[src/rtl/id_redirect_unit_pkg.sv]
// Shared decode constants, redirect encodings and state encoding for id_redirect_unit.
// Optional build macro: BRANCH_DELAY_SLOT_EN (see id_redirect_unit.sv).
package id_redirect_unit_pkg;

  localparam logic [5:0] OP_RTYPE = 6'h00;
  localparam logic [5:0] OP_J     = 6'h02;
  localparam logic [5:0] OP_JAL   = 6'h03;
  localparam logic [5:0] OP_BEQ   = 6'h04;
  localparam logic [5:0] OP_BNE   = 6'h05;
  localparam logic [5:0] OP_LW    = 6'h23;
  localparam logic [5:0] OP_SW    = 6'h2B;
  localparam logic [5:0] FN_JR    = 6'h08;

  typedef enum logic [1:0] {
    PCSRC_PC4 = 2'b00,
    PCSRC_BEQ = 2'b01,
    PCSRC_JR  = 2'b10,
    PCSRC_J   = 2'b11
  } pc_src_e;

  typedef enum logic [1:0] {
    ST_RUN    = 2'd0,
    ST_STALL  = 2'd1,
    ST_SQUASH = 2'd2
  } state_e;

  typedef struct packed {
    logic       is_beq;
    logic       is_bne;
    logic       is_j;
    logic       is_jr;
    logic       reads_rs;
    logic       reads_rt;
    logic [4:0] rs;
    logic [4:0] rt;
  } dec_t;

  // An invalid IF/ID slot decodes to nothing so it can neither stall nor redirect.
  function automatic dec_t decode(input logic [5:0] op, input logic [5:0] fn,
                                  input logic [4:0] rs, input logic [4:0] rt,
                                  input logic valid);
    dec_t d;
    d.rs       = rs;
    d.rt       = rt;
    d.is_beq   = valid && (op == OP_BEQ);
    d.is_bne   = valid && (op == OP_BNE);
    d.is_j     = valid && (op == OP_J);
    d.is_jr    = valid && (op == OP_RTYPE) && (fn == FN_JR);
    d.reads_rs = valid && (op != OP_J) && (op != OP_JAL);
    d.reads_rt = valid && ((op == OP_RTYPE) || (op == OP_BEQ) || (op == OP_BNE) || (op == OP_SW));
    return d;
  endfunction

endpackage

[src/rtl/id_redirect_unit_if.sv]
// Fetch <-> decode bus: fetched word/PC+4 into ID, redirect controls back to fetch.
interface id_redirect_unit_if;
  logic [31:0] pc_4_if;
  logic [31:0] instr_if;
  logic        pc_write;
  logic [1:0]  pc_src;
  logic [31:0] beq;
  logic [31:0] jr;
  logic [27:0] offset28;
  logic [3:0]  pc_4_id;

  modport master (output pc_4_if, instr_if,
                  input  pc_write, pc_src, beq, jr, offset28, pc_4_id);
  modport slave  (input  pc_4_if, instr_if,
                  output pc_write, pc_src, beq, jr, offset28, pc_4_id);
endinterface

[src/rtl/id_redirect_unit_hazard_detect.sv]
// Source/destination compare between the ID instruction and EX/MEM producers.
module hazard_detect (
  input  logic       is_br,
  input  logic       is_cmp,
  input  logic       reads_rs,
  input  logic       reads_rt,
  input  logic [4:0] rs,
  input  logic [4:0] rt,
  input  logic       id_ex_reg_write,
  input  logic       id_ex_mem_read,
  input  logic [4:0] id_ex_dst,
  input  logic       ex_mem_mem_read,
  input  logic [4:0] ex_mem_dst,
  output logic       hazard
);
  logic ex_src_hit, ex_opnd_hit, mem_opnd_hit;

  // $0 is never a real destination, so a zero dst cannot match.
  always_comb begin
    ex_src_hit   = (id_ex_dst != 5'd0) &&
                   ((reads_rs && (rs == id_ex_dst)) || (reads_rt && (rt == id_ex_dst)));
    ex_opnd_hit  = (id_ex_dst != 5'd0) &&
                   ((rs == id_ex_dst) || (is_cmp && (rt == id_ex_dst)));
    mem_opnd_hit = (ex_mem_dst != 5'd0) &&
                   ((rs == ex_mem_dst) || (is_cmp && (rt == ex_mem_dst)));
    hazard = (id_ex_mem_read && ex_src_hit) ||
             (is_br && id_ex_reg_write && ex_opnd_hit) ||
             (is_br && ex_mem_mem_read && mem_opnd_hit);
  end
endmodule

[src/rtl/id_redirect_unit.sv]
// IF/ID register, branch/jump resolution in ID and fetch redirect/stall control.
// Build macro BRANCH_DELAY_SLOT_EN: keep the slot after a taken redirect instead of squashing it.
module id_redirect_unit
  import id_redirect_unit_pkg::*;
(
  input  logic                clk,
  input  logic                rst_n,
  id_redirect_unit_if.slave   fetch,
  input  logic [31:0]         rs_data,
  input  logic [31:0]         rt_data,
  input  logic                id_ex_reg_write,
  input  logic                id_ex_mem_read,
  input  logic [4:0]          id_ex_dst,
  input  logic                ex_mem_mem_read,
  input  logic [4:0]          ex_mem_dst,
  output logic [31:0]         instr_id,
  output logic [31:0]         pc_4_id_full,
  output logic                id_valid,
  output logic                bubble_ex
);
`ifdef BRANCH_DELAY_SLOT_EN
  localparam bit SQUASH_EN = 1'b0;
`else
  localparam bit SQUASH_EN = 1'b1;
`endif

  logic [31:0] instr_q, instr_d, pc_4_q, pc_4_d;
  logic        valid_q, valid_d;
  state_e      state_q, state_d;
  dec_t        dec;
  logic        hazard, ops_eq, taken;
  pc_src_e     pc_src;

  hazard_detect u_hazard (
    .is_br           (dec.is_beq | dec.is_bne | dec.is_jr),
    .is_cmp          (dec.is_beq | dec.is_bne),
    .reads_rs        (dec.reads_rs),
    .reads_rt        (dec.reads_rt),
    .rs              (dec.rs),
    .rt              (dec.rt),
    .id_ex_reg_write (id_ex_reg_write),
    .id_ex_mem_read  (id_ex_mem_read),
    .id_ex_dst       (id_ex_dst),
    .ex_mem_mem_read (ex_mem_mem_read),
    .ex_mem_dst      (ex_mem_dst),
    .hazard          (hazard)
  );

  always_comb begin
    dec    = decode(instr_q[31:26], instr_q[5:0], instr_q[25:21], instr_q[20:16], valid_q);
    ops_eq = (rs_data == rt_data);
    // A pending hazard means the compared operands are stale: never redirect on them.
    taken  = !hazard && ((dec.is_beq && ops_eq) || (dec.is_bne && !ops_eq) ||
                         dec.is_j || dec.is_jr);
    pc_src = PCSRC_PC4;
    if (taken) begin
      if (dec.is_jr)     pc_src = PCSRC_JR;
      else if (dec.is_j) pc_src = PCSRC_J;
      else               pc_src = PCSRC_BEQ;
    end
  end

  always_comb begin
    instr_d = instr_q;
    pc_4_d  = pc_4_q;
    valid_d = valid_q;
    state_d = state_q;
    if (!hazard) begin
      pc_4_d = fetch.pc_4_if;
      if (taken && SQUASH_EN) begin
        instr_d = '0;
        valid_d = 1'b0;
      end else begin
        instr_d = fetch.instr_if;
        valid_d = 1'b1;
      end
    end
    unique case (state_q)
      ST_RUN: begin
        if (hazard)                  state_d = ST_STALL;
        else if (taken && SQUASH_EN) state_d = ST_SQUASH;
      end
      ST_STALL: if (!hazard) state_d = ST_RUN;
      default:  state_d = ST_RUN;
    endcase
  end

  always_ff @(posedge clk or negedge rst_n) begin
    if (!rst_n) begin
      instr_q <= '0;
      pc_4_q  <= '0;
      valid_q <= 1'b0;
      state_q <= ST_RUN;
    end else begin
      instr_q <= instr_d;
      pc_4_q  <= pc_4_d;
      valid_q <= valid_d;
      state_q <= state_d;
    end
  end

  assign instr_id       = instr_q;
  assign pc_4_id_full   = pc_4_q;
  assign id_valid       = valid_q;
  assign bubble_ex      = hazard || !valid_q;
  assign fetch.pc_write = rst_n && !hazard;
  assign fetch.pc_src   = pc_src;
  assign fetch.beq      = pc_4_q + {{14{instr_q[15]}}, instr_q[15:0], 2'b00};
  assign fetch.jr       = rst_n ? rs_data : 32'd0;
  assign fetch.offset28 = {instr_q[25:0], 2'b00};
  assign fetch.pc_4_id  = pc_4_q[31:28];

endmodule
[src/flat_wrapper.sv]
// flat-port wrapper written by rule: the top's interface ports become plain ports
module id_redirect_unit_flat import id_redirect_unit_pkg::*;
  (clk, rst_n, rs_data, rt_data, id_ex_reg_write, id_ex_mem_read, id_ex_dst, ex_mem_mem_read, ex_mem_dst, instr_id, pc_4_id_full, id_valid, bubble_ex, fetch_pc_4_if, fetch_instr_if, fetch_pc_write, fetch_pc_src, fetch_beq, fetch_jr, fetch_offset28, fetch_pc_4_id);
  id_redirect_unit_if fetch_i ();
  input  logic clk;
  input  logic rst_n;
  input  logic [31:0] rs_data;
  input  logic [31:0] rt_data;
  input  logic id_ex_reg_write;
  input  logic id_ex_mem_read;
  input  logic [4:0] id_ex_dst;
  input  logic ex_mem_mem_read;
  input  logic [4:0] ex_mem_dst;
  output logic [31:0] instr_id;
  output logic [31:0] pc_4_id_full;
  output logic id_valid;
  output logic bubble_ex;
  input wire logic [$bits(fetch_i.pc_4_if)-1:0] fetch_pc_4_if;
  input wire logic [$bits(fetch_i.instr_if)-1:0] fetch_instr_if;
  output wire logic [$bits(fetch_i.pc_write)-1:0] fetch_pc_write;
  output wire logic [$bits(fetch_i.pc_src)-1:0] fetch_pc_src;
  output wire logic [$bits(fetch_i.beq)-1:0] fetch_beq;
  output wire logic [$bits(fetch_i.jr)-1:0] fetch_jr;
  output wire logic [$bits(fetch_i.offset28)-1:0] fetch_offset28;
  output wire logic [$bits(fetch_i.pc_4_id)-1:0] fetch_pc_4_id;
  assign fetch_i.pc_4_if = fetch_pc_4_if;
  assign fetch_i.instr_if = fetch_instr_if;
  assign fetch_pc_write = fetch_i.pc_write;
  assign fetch_pc_src = fetch_i.pc_src;
  assign fetch_beq = fetch_i.beq;
  assign fetch_jr = fetch_i.jr;
  assign fetch_offset28 = fetch_i.offset28;
  assign fetch_pc_4_id = fetch_i.pc_4_id;
  id_redirect_unit u_core (.clk(clk), .rst_n(rst_n), .fetch(fetch_i), .rs_data(rs_data), .rt_data(rt_data), .id_ex_reg_write(id_ex_reg_write), .id_ex_mem_read(id_ex_mem_read), .id_ex_dst(id_ex_dst), .ex_mem_mem_read(ex_mem_mem_read), .ex_mem_dst(ex_mem_dst), .instr_id(instr_id), .pc_4_id_full(pc_4_id_full), .id_valid(id_valid), .bubble_ex(bubble_ex));
endmodule
[config.mk]
export PLATFORM = sky130hd
export DESIGN_NAME = id_redirect_unit_flat
export DESIGN_NICKNAME = d
export VERILOG_FILES = /design/src/rtl/id_redirect_unit_pkg.sv /design/src/rtl/id_redirect_unit_if.sv /design/src/rtl/id_redirect_unit_hazard_detect.sv /design/src/rtl/id_redirect_unit.sv /design/src/flat_wrapper.sv
export SDC_FILE = /design/constraint.sdc
export NUM_CORES = 1
export LEC_CHECK = 0
export BUFFER_PORTS_ARGS = -buffer_cell sky130_fd_sc_hd__buf_2
export CAP_MARGIN = 25
export CORE_AREA = 2 2 121 123
export DETAILED_ROUTE_END_ITERATION = 7
export DIE_AREA = 0 0 123 125
export GPL_ROUTABILITY_DRIVEN = 0
export PLACE_DENSITY = 0.69
export SLEW_MARGIN = 20
export SYNTH_ARGS = -nofsm -noshare
export SYNTH_HDL_FRONTEND = slang
export SYNTH_SLANG_ARGS = --single-unit
[constraint.sdc]
create_clock -name clk -period 3.25 [get_ports clk]
set_input_delay 0.325 -clock clk [delete_from_list [all_inputs] [get_ports clk]]
set_output_delay 0.325 -clock clk [all_outputs]
set_load 0.1 [all_outputs]
-- After elaboration in Yosys (flattened, before gate mapping)
Cells that the tools add are included.
- input port bits: 143
- flip-flop bits (word level): 65
- bitwise logic cells: 2
- $add $sub $neg: 1
- reductions and logical operators: 42
- equal/unequal tests: 12
- multiplexer cells: 6
- operators with widths (kind ; number):
    32-bit two-way mux ; 2
    32-bit adder ; 1
    32-bit equality test ; 1
    1-bit logical AND ; 24
    5-bit equality test ; 4
    6-bit by 3-bit equality test with 1-bit output (second input constant) ; 2
    1-bit logical OR ; 12
    6-bit by 2-bit != test with 1-bit output (second input constant) ; 2
    5-bit nonzero test ; 2
    6-bit by 2-bit equality test with 1-bit output (second input constant) ; 1
    6-bit by 4-bit equality test with 1-bit output (second input constant) ; 1
    6-bit equality test (second input constant) ; 1
    6-bit zero test ; 1
    2-bit two-way mux ; 3
    1-bit zero test ; 3
    1-bit OR ; 2
    1-bit two-way mux ; 1

-- Depth between registers and ports, before layout
Gate-level depths: netlist of the first run.
- word-level depth: 14
- mapped depth: 11
- gate-level depth less buffers: 11

-- By module
From an unflattened synthesis of the first run, not the netlist that was laid out.
- cell total of the unflattened synthesis: 618
- area, all modules: 5550.3 sq um
- modules (own cells, without submodules) (module ; instances ; cells each ; area an instance (sq um)):
    id_redirect_unit ; 1 ; 577 ; 5263.8
    hazard_detect ; 1 ; 41 ; 286.5

-- Worst setup path after synthesis of the first run
Ideal clock, no wire load.
- kind: reg2out
- from: register u_core.instr_q[0] (netlist: u_core.instr_id[0])
- to: output port fetch_beq[26]
- path slack: -2.193 ns
- arrival time: 5.118 ns
- stages on the path, launching flop included: 12
- buffers on the path: 0
- path through: dfrtp_1 ha_1 inv_1 fa_1 nor2b_1 o31a_1 o211ai_1 o21ai_0 a21oi_1 a21oi_1 o31ai_1 a211oi_1
- longest elaborated chain between the ends: 1
- RTL lines (item ; line ; RTL):
    from (decl) ; id_redirect_unit.sv:27 ; logic [31:0] instr_q, instr_d, pc_4_q, pc_4_d;
    from (signal assigned) ; id_redirect_unit.sv:95 ; instr_q <= instr_d;
    32-bit adder ; id_redirect_unit.sv:108 ; assign fetch.beq = pc_4_q + {{14{instr_q[15]}}, instr_q[15:0], 2'b00};
    to (decl) ; flat_wrapper.sv:22 ; output wire logic [$bits(fetch_i.beq)-1:0] fetch_beq;
No other way between the ends.

-- Worst setup path in the final report of the first run
- from: register u_core.instr_q[15] (netlist: u_core.instr_id[15])
- to: output port fetch_beq[29]
The elaborated chain is that of the path after synthesis.

==> results of run 1 <==
[logic make-up (layout without fill, tap and decap cells)]
kind of cell               count (synthesis)  after routing  share of synthesized area
buffers and inverters                     60            379                     0.0717
and+or+nand+nor                          132            132                      0.143
other                                      1              2                   0.000743
DFF                                       65             65                      0.322
xor gates and xnor gates                  73             73                      0.127
AOI/OAI and AO/OA                        132            132                      0.187
muxes                                     33             33                     0.0734
adders and majority gates                 30             30                     0.0759
[worst max-delay path, stage by stage (launching register included)]
cell and delay, ps:
dfrtp_4 580, ha_4 300, nand4_1 140, or4_1 540, o31a_1 300, o2111a_2 310
o31ai_4 200, a21oi_2 120, xnor2_4 200, buf_12 190
[what timing repair did]
item,in CTS,in global routing
hold buffers,1,0
hold endpoints to repair,18,0
endpoints found under the setup margin,14,21
resized for setup,13,22
buffers inserted,12,10
pin swaps,16,24
[power by group]
part           switching [mW]  total, mW  internal, mW  leakage, nW
registers              0.0849      0.966         0.881        0.722
logic                    2.39       3.33         0.944         3.04
clock network           0.366      0.901         0.535        0.130
[worst paths after layout]
path                                              from                     end  slack, ps  depth (start not counted)
worst max-delay path               u_core.instr_id[15]           fetch_beq[29]       -300                          9
worst min-delay path                 fetch_instr_if[9]      u_core.instr_id[9]        190                          2
worst max register to register     u_core.instr_id[29]     u_core.instr_id[14]        670                          9
worst min register to register  u_core.pc_4_id_full[0]  u_core.pc_4_id_full[0]        520                          1
max in group asynchronous                        rst_n      u_core.instr_id[1]       1660                          3
min in group asynchronous                        rst_n     u_core.instr_id[11]        490                          2
[layer usage]
metal	global-route usage	wire, um	vias to the layer above	part of all wire
met4	0.0842	381	0	0.021
met1	0.261	7060	2499	0.39
li1	-	-	2511	-
met3	0.0456	1180	23	0.065
met2	0.415	9540	204	0.53
met5	0	0	-	0
[synth_stat cells (3+ instances only)]
cell type,n,area [um2]
dfrtp_1,65,1630
xor2_1,45,394
buf_4,34,255
and2_1,33,206
a22o_1,32,280
mux2_2,32,360
ha_1,29,363
xnor2_1,28,245
a21oi_1,25,125
nor2_1,21,78.8
nand2_1,20,75.1
o21ai_0,19,95.1
nor3_1,14,70.1
inv_1,13,48.8
a21o_1,11,82.6
nor4_1,9,56.3
a211oi_1,7,52.6
buf_2,7,35.0
nand3_1,7,35.0
clkbuf_1,6,22.5
nand4_1,6,37.5
o21a_1,6,45.0
nand2b_1,5,31.3
o211ai_1,4,30.0
o21bai_1,4,30.0
o31ai_1,4,30.0
a22oi_1,3,22.5
and3_1,3,18.8
nor2b_1,3,18.8
o31a_1,3,26.3
or4_1,3,22.5
[flip-flops by register name, indices dropped and copies added (netlist names)]
register,count
u_core.instr_id,32
u_core.id_valid,1
u_core.pc_4_id_full,32
[through the flow]
| stage | setup slack, ps | TNS, ps | cell area [um2] | power (mW) | std cells |
|---|---|---|---|---|---|
| 2_1_floorplan | -315 | -2130 | 5590 | 3.42 | 527 |
| 3_3_place_gp | 103 | 0 | 7580 | 4.19 | 996 |
| 3_5_place_dp | 31.4 | 0 | 7580 | 4.21 | 996 |
| 4_1_cts | -335 | -1370 | 7990 | 5.17 | 1025 |
| 5_1_grt | -420 | -2720 | 8160 | 5.39 | 1030 |
| 6_report | -299 | -1390 | 8160 | 5.20 | 1030 |
[area by class of cell]
type	count	area, um2	area share
tap	184	230	0.0282
clock buffer	13	250	0.0307
clock inverter	3	17.5	0.00215
timing repair buffer	350	2210	0.271
sequential	65	1700	0.208
multi-input combinational	402	3700	0.454
inverter	13	48.8	0.00598
==> impl_metrics.env, run 1 <==
export IMPL_status="finished with violations"
export IMPL_violations="negative setup slack"
export IMPL_grt_pass1_vias=5137
export IMPL_path_clk_slew_ps=60
export IMPL_async_flop_share=1.00
export IMPL_antenna_left=0
export IMPL_ys_types=52
export IMPL_rsz0062_at_grt="yes"
export IMPL_nFillCells=1247
export IMPL_syn_area_per_cell_um2=9.59
export IMPL_synth_warnings=0
export IMPL_syn_cell_area_um2=5040
export IMPL_cts_sinks=65
export IMPL_initial_core_util=0.355
export IMPL_slew_viol_final=0
export IMPL_worst_pin_slew_ps=641
export IMPL_die_height_um=125
export IMPL_grt_use_total=0.229
export IMPL_fin_skew_ps=6.16
export IMPL_grt_start_max_net_pins=53
export IMPL_vias=5237
export IMPL_synth_edf_count=0
export IMPL_final_setup_viol_count=8
export IMPL_wl_per_cell_um=17.6
export IMPL_worst_slack_ps=-299
export IMPL_drtIter0Drc=219
export IMPL_cts_tree="done"
export IMPL_clkLatencyLatePin_ps=340
export IMPL_h_tree_depth=3
export IMPL_grt_ovfl_total=0
export IMPL_cp_start_kind="flip-flop"
export IMPL_drv_cap=0
export IMPL_cts_root_buf="clkbuf_16"
export IMPL_hold_slack_ps=191
export IMPL_finalCoreUtilization=0.574
export IMPL_worstHoldPathType="in -> reg"
export IMPL_seq_area_frac_synth=0.322
export IMPL_cp_arrival_ps=3220
export IMPL_core_area_um2=14200
export IMPL_min_period_over_period=1.09
export IMPL_hpwlAfterDp_mm=14.5
export IMPL_ir_drop_mv=0.269
export IMPL_ys_flop_type="dfrtp_1"
export IMPL_drt_first_pass_iters=4
export IMPL_cp_end_kind="output pin"
export IMPL_syn_to_final_growth_pct=61.7
export IMPL_worst_path_max_fanout=8
export IMPL_antenna_found_initial=0
export IMPL_final_nets=1014
export IMPL_cts_buffers=9
export IMPL_num_rows=44
export IMPL_die_area_um2=15400
export IMPL_grt_first_pass_wirelength_mm=27.0
export IMPL_leakage_nw=3.89
export IMPL_hold_violations=0
export IMPL_max_freq_mhz=282
export IMPL_routed_via_density=5.08
export IMPL_ios=308
export IMPL_synth_seq_cells=65
export IMPL_drc=0
export IMPL_postRouteWirelength_mm=18.2
export IMPL_critPathRequiredTime_ps=2920
export IMPL_synthCells=526
export IMPL_die_x_um=123
export IMPL_final_common_cell="buf_2"
export IMPL_antenna_cells=0
export IMPL_maxSlewHeadroom=0.572
export IMPL_powerDensity_nw_per_um2=638
export IMPL_min_period_ps=3550
export IMPL_clock_path_buffers=2
export IMPL_path_class="reg -> out"
export IMPL_drive_gt1_frac=0.593
export IMPL_final_cell_mix="283 x buf_2, 41 x buf_4, 38 x xor2_1"
export IMPL_io_buffers=305
(Power assumes the default switching activity.)
==> run 2, diff against run 1 <==
--- a/config.mk
+++ b/config.mk
@@ -7,11 +7,12 @@
 export LEC_CHECK = 0
 export BUFFER_PORTS_ARGS = -buffer_cell sky130_fd_sc_hd__buf_2
 export CAP_MARGIN = 25
-export CORE_AREA = 2 2 121 123
+export CORE_AREA = 2 2 119 121
 export DETAILED_ROUTE_END_ITERATION = 7
-export DIE_AREA = 0 0 123 125
+export DIE_AREA = 0 0 121 123
 export GPL_ROUTABILITY_DRIVEN = 0
-export PLACE_DENSITY = 0.69
+export PLACE_DENSITY = 0.73
+export SKIP_CTS_REPAIR_TIMING = 1
 export SLEW_MARGIN = 20
 export SYNTH_ARGS = -nofsm -noshare
 export SYNTH_HDL_FRONTEND = slang
==> constraint.sdc (replaced) <==
create_clock -name clk -period 2.86 [get_ports clk]
set_input_delay 0.286 -clock clk [delete_from_list [all_inputs] [get_ports clk]]
set_output_delay 0.286 -clock clk [all_outputs]
set_load 0.1 [all_outputs]
==> run 2 against run 1 <==
The run still ends with negative setup slack left. First-iteration DRC count rose by 15%. Clock power grew 33%. Cell count is 5.0% higher. Critical path depth unchanged. Register-to-register slack worse by 190 ps. Sequential share of layout area is 1.6 points lower. Global-route usage is 1.6 points higher. Die area shrank 3.2%. Critical path type unchanged. Highest routed layer unchanged.
==> impl_metrics.env, run 2 (same netlist as run 1, synthesis figures left out) <==
export IMPL_cts_root_buf="clkbuf_16"
export IMPL_critPathRequiredTime_ps=2570
export IMPL_ios=308
export IMPL_worstHoldPathType="in -> reg"
export IMPL_multi_input_area_um2=3870
export IMPL_dp_cells=1052
export IMPL_initial_core_util=0.371
export IMPL_powerDensity_nw_per_um2=710
export IMPL_max_freq_mhz=281
export IMPL_num_rows=43
export IMPL_ff2ff_setup_slack_ps=480
export IMPL_rsz0062_at_grt="yes"
export IMPL_final_setup_viol_count=20
export IMPL_max_stage_delay_ps=580
export IMPL_worst_path_max_fanout=8
export IMPL_crit_family="compound AO/OA/AOI/OAI gates"
export IMPL_cp_start_kind="flip-flop"
export IMPL_cp_end_kind="output pin"
export IMPL_fin_area_um2=8960
export IMPL_cp_arrival_ps=3280
export IMPL_fin_skew_ps=8.07
export IMPL_syn_to_final_growth_pct=77.5
export IMPL_grt_start_max_net_pins=66
export IMPL_grt_ovfl_total=0
export IMPL_drv_cap=0
export IMPL_grt_first_pass_wirelength_mm=27.8
export IMPL_regArea_um2=1730
export IMPL_layout_cells_non_filler=1082
export IMPL_place_ws_ps=-366
export IMPL_final_nets=1067
export IMPL_clkLatencyLatePin_ps=340
export IMPL_drive_gt1_frac=0.662
export IMPL_slew_viol_final=0
export IMPL_finalCoreUtilization=0.658
export IMPL_postRouteWirelength_mm=18.6
export IMPL_nFillCells=1074
export IMPL_cp_depth=9
export IMPL_worst_slack_ps=-703
export IMPL_worst_path_buf_inv=1
export IMPL_h_tree_depth=3
export IMPL_crit_start="u_core.instr_id[15]"
export IMPL_drtIter0Drc=252
export IMPL_leakage_nw=4.25
export IMPL_maxSlewHeadroom=0.435
export IMPL_final_cell_mix="277 x buf_2, 84 x buf_4, 37 x xor2_1"
export IMPL_grt_use_total=0.244
export IMPL_status="finished with violations"
export IMPL_hpwlAfterDp_mm=15.2
export IMPL_io_buffers=305
export IMPL_ir_drop_mv=0.539
export IMPL_die_height_um=123
export IMPL_final_common_cell="buf_2"
export IMPL_clock_path_buffers=2
export IMPL_r2r_end="u_core.instr_id[22]"
export IMPL_r2r_cells=9
export IMPL_path_clk_slew_ps=60
export IMPL_die_x_um=121
export IMPL_cts_tree="done"
export IMPL_routed_via_density=5.06
export IMPL_vias=5474
export IMPL_setup_worst_path_end="fetch_beq[29]"
export IMPL_core_area_um2=13600
export IMPL_crit_slowest_cell="dfrtp_4"
export IMPL_grt_pass1_vias=5399
export IMPL_cts_sinks=65
export IMPL_antenna_left=0
export IMPL_drc=0
export IMPL_violations="negative setup slack"
export IMPL_worst_pin_slew_ps=847
export IMPL_postPlaceCellArea_um2=8260
export IMPL_reg2reg_from="u_core.instr_id[18]"
export IMPL_crit_chain="ha_4 -> nand4_1 -> or4_1 -> o31a_1 -> o2111a_2 -> o31ai_2 -> a21oi_2 -> xnor2_4 -> buf_12"
export IMPL_finalSetupTns_ps=-6870
export IMPL_cts_buffers=9
export IMPL_path_class="reg -> out"
export IMPL_drt_first_pass_iters=4
export IMPL_min_period_over_period=1.25
export IMPL_hold_violations=0
export IMPL_antenna_found_initial=3
export IMPL_die_area_um2=14900
export IMPL_min_period_ps=3560
export IMPL_wl_per_cell_um=17.2
## run 2: how the worst min path moves through the flow
stage	slack [ps]	to	depth (start not counted)	startpoint
final	160	u_core.instr_id[4]	2	fetch_instr_if[4]
after global routing	150	u_core.instr_id[3]	2	fetch_instr_if[3]
after CTS	150	u_core.instr_id[3]	2	fetch_instr_if[3]
after detailed placement	510	u_core.instr_id[25]	2	fetch_instr_if[25]
after global placement	500	u_core.pc_4_id_full[1]	1	u_core.pc_4_id_full[1]
after floorplan	-10	u_core.id_valid	0	rst_n
## run 2: metrics by stage
step                total power [mW]  hold WS [ps]
global placement                5.00           502
detailed placement              5.03           506
finish                          6.36           158
floorplan                       3.95         -9.59
CTS                             6.25           148
global route                    6.58           148
## run 2: per-layer routing
| metal | up-vias | wire length (um) | GRT usage | share of wire |
|---|---|---|---|---|
| met2 | 240 | 9960 | 0.453 | 0.53 |
| met5 | - | 0 | 0 | 0 |
| li1 | 2611 | - | - | - |
| met3 | 36 | 1220 | 0.0438 | 0.065 |
| met4 | 0 | 564 | 0.101 | 0.030 |
| met1 | 2587 | 6910 | 0.275 | 0.37 |
## run 2: layout make-up
cell class,instances,area share
Multi-Input combinational cell,402,0.432
Clock inverter,7,0.0106
Clock buffer,9,0.0251
Tap cell,180,0.0251
Antenna cell,3,0.000838
Sequential cell,65,0.193
Inverter,13,0.00545
Timing Repair Buffer,403,0.308
## run 2: report_power, final
group,switching [mW],internal [mW]
registers,0.0836,1.01
clock network,0.435,0.762
logic,2.80,1.28
total,3.32,3.05
==> run 3, diff against run 2 <==
--- a/config.mk
+++ b/config.mk
@@ -11,6 +11,7 @@
 export DETAILED_ROUTE_END_ITERATION = 7
 export DIE_AREA = 0 0 121 123
 export GPL_ROUTABILITY_DRIVEN = 0
+export GPL_TIMING_DRIVEN = 1
 export PLACE_DENSITY = 0.73
 export SKIP_CTS_REPAIR_TIMING = 1
 export SLEW_MARGIN = 20
==> constraint.sdc (replaced) <==
create_clock -name clk -period 3.25 [get_ports clk]
set_input_delay 0.325 -clock clk [delete_from_list [all_inputs] [get_ports clk]]
set_output_delay 0.325 -clock clk [all_outputs]
set_load 0.1 [all_outputs]
==> run 3 against run 2 <==
The run ends with negative hold slack, negative setup slack left. Clock power fell by 11%. Via count is 5.0% lower. Global-route usage fell by 0.96 points. Utilization decreased by 6.3 points. Power is 16% lower. Critical path type unchanged. Critical endpoint unchanged. Largest power group unchanged. Highest routed layer is now met5.
==> impl_metrics.env, run 3 (same netlist as run 1, synthesis figures left out) <==
export IMPL_routed_via_density=5.11
export IMPL_fin_skew_ps=10.7
export IMPL_die_x_um=121
export IMPL_ff2ff_setup_slack_ps=590
export IMPL_rsz0062_at_grt="yes"
export IMPL_worst_slack_ps=-276
export IMPL_hold_slack_ps=-31.6
export IMPL_final_setup_viol_count=10
export IMPL_fin_area_um2=8100
export IMPL_drt_first_pass_iters=4
export IMPL_vias=5203
export IMPL_drtIter0Drc=252
export IMPL_cts_sinks=65
export IMPL_path_clk_slew_ps=60
export IMPL_syn_to_final_growth_pct=60.5
export IMPL_finalCoreUtilization=0.595
export IMPL_grt_use_total=0.235
export IMPL_postPlaceCellArea_um2=7550
export IMPL_cts_tree="done"
export IMPL_die_area_um2=14900
export IMPL_netSwitchingFraction=0.533
export IMPL_die_height_um=123
export IMPL_antenna_found_initial=3
export IMPL_clkLatencyLatePin_ps=340
export IMPL_final_cell_mix="283 x buf_2, 38 x xor2_1, 35 x buf_4"
export IMPL_ios=308
export IMPL_nFillCells=1172
export IMPL_worst_pin_slew_ps=574
export IMPL_drv_cap=0
export IMPL_final_nets=1004
export IMPL_worstHoldPathType="in -> async"
export IMPL_io_buffers=305
export IMPL_grt_pass1_vias=5023
export IMPL_total_power_mw=5.33
export IMPL_violations="negative hold slack, negative setup slack"
export IMPL_maxSlewHeadroom=0.617
export IMPL_cp_start_kind="flip-flop"
export IMPL_grt_first_pass_wirelength_mm=26.6
export IMPL_pwr_share_comb=0.618
export IMPL_cp_end_kind="output pin"
export IMPL_drive_gt1_frac=0.591
export IMPL_path_class="reg -> out"
export IMPL_powerDensity_nw_per_um2=658
export IMPL_postRouteWirelength_mm=18.0
export IMPL_layout_cells_non_filler=1018
export IMPL_multi_input_area_um2=3680
export IMPL_finalSetupTns_ps=-1550
export IMPL_ir_drop_mv=0.254
export IMPL_slew_viol_final=0
export IMPL_h_tree_depth=3
export IMPL_cts_buffers=9
export IMPL_final_common_cell="buf_2"
export IMPL_regArea_um2=1700
export IMPL_leakage_nw=3.85
export IMPL_num_rows=43
export IMPL_p_seq_frac=0.181
export IMPL_hpwlAfterDp_mm=14.5
export IMPL_critPathRequiredTime_ps=2920
export IMPL_grt_ovfl_total=0
export IMPL_cp_arrival_ps=3200
export IMPL_place_ws_ps=4.56
export IMPL_grt_start_max_net_pins=57
export IMPL_cts_root_buf="clkbuf_16"
export IMPL_hold_violations=22
export IMPL_core_area_um2=13600
export IMPL_min_period_ps=3530
export IMPL_clockPowerShare=0.201
export IMPL_clock_path_buffers=2
export IMPL_drc=0
export IMPL_r2r_cells=8
export IMPL_dp_cells=992
export IMPL_min_period_over_period=1.08
export IMPL_max_freq_mhz=284
export IMPL_initial_core_util=0.371
export IMPL_wl_per_cell_um=17.7
export IMPL_reg2reg_from="u_core.instr_id[29]"
export IMPL_power_switching_mw=2.84
export IMPL_antenna_left=0
export IMPL_r2r_end="u_core.pc_4_id_full[9]"
export IMPL_intPower_mw=2.49
export IMPL_worst_path_max_fanout=8
export IMPL_status="finished with violations"
## run 3: cell types whose count changed in the layout (fill, tap and decap cells not counted), moves of 4 or more
cell and change:
buf_12 -10, dfrtp_4 -4, buf_6 -10, o21ai_1 +4, buf_2 +6, buf_4 -49, dfrtp_2 -9, dfrtp_1 +13
## run 3: cell type report
type                       count  share of cell area
sequential                    65               0.210
antenna                        2            0.000618
clock buffer                  11              0.0300
multi-input combinational    402               0.455
tap                          180              0.0278
timing repair buffer         340               0.261
clock inverter                 5             0.00974
inverter                      13             0.00603
## run 3: power by group through the flow
stage,Sequential (mW),Combinational [mW],Clock (mW)
after CTS,0.965,3.22,1.09
after global routing,0.976,3.42,1.13
after floorplan,1.41,2.02,0
after global placement,0.977,3.19,0
after detailed placement,0.980,3.21,0
final,0.966,3.29,1.07
## run 3: worst max path at each step
stage	depth (start not counted)	startpoint	slack (ps)	end
floorplan	11	u_core.instr_id[0]	-310	fetch_beq[26]
global placement	12	u_core.pc_4_id_full[2]	60	fetch_beq[28]
detailed placement	12	u_core.pc_4_id_full[2]	5	fetch_beq[28]
CTS	12	u_core.pc_4_id_full[2]	-380	fetch_beq[28]
global route	9	u_core.instr_id[15]	-400	fetch_beq[29]
finish	9	u_core.instr_id[15]	-280	fetch_beq[29]
## run 3: layer usage
metal / global-route usage / wire (um)
met1: 0.281 / 7060
met2: 0.415 / 9280
met3: 0.0526 / 1240
met4: 0.0807 / 418
met5: 0 / 13
## run 3: critical path: stages (launching register included)
cell and delay [ps]:
dfrtp_4 570, ha_4 300, nand4_1 140, or4_4 530
o31a_1 310, o2111a_2 300, o31ai_2 210, a21oi_2 130
xnor2_4 170, buf_12 190
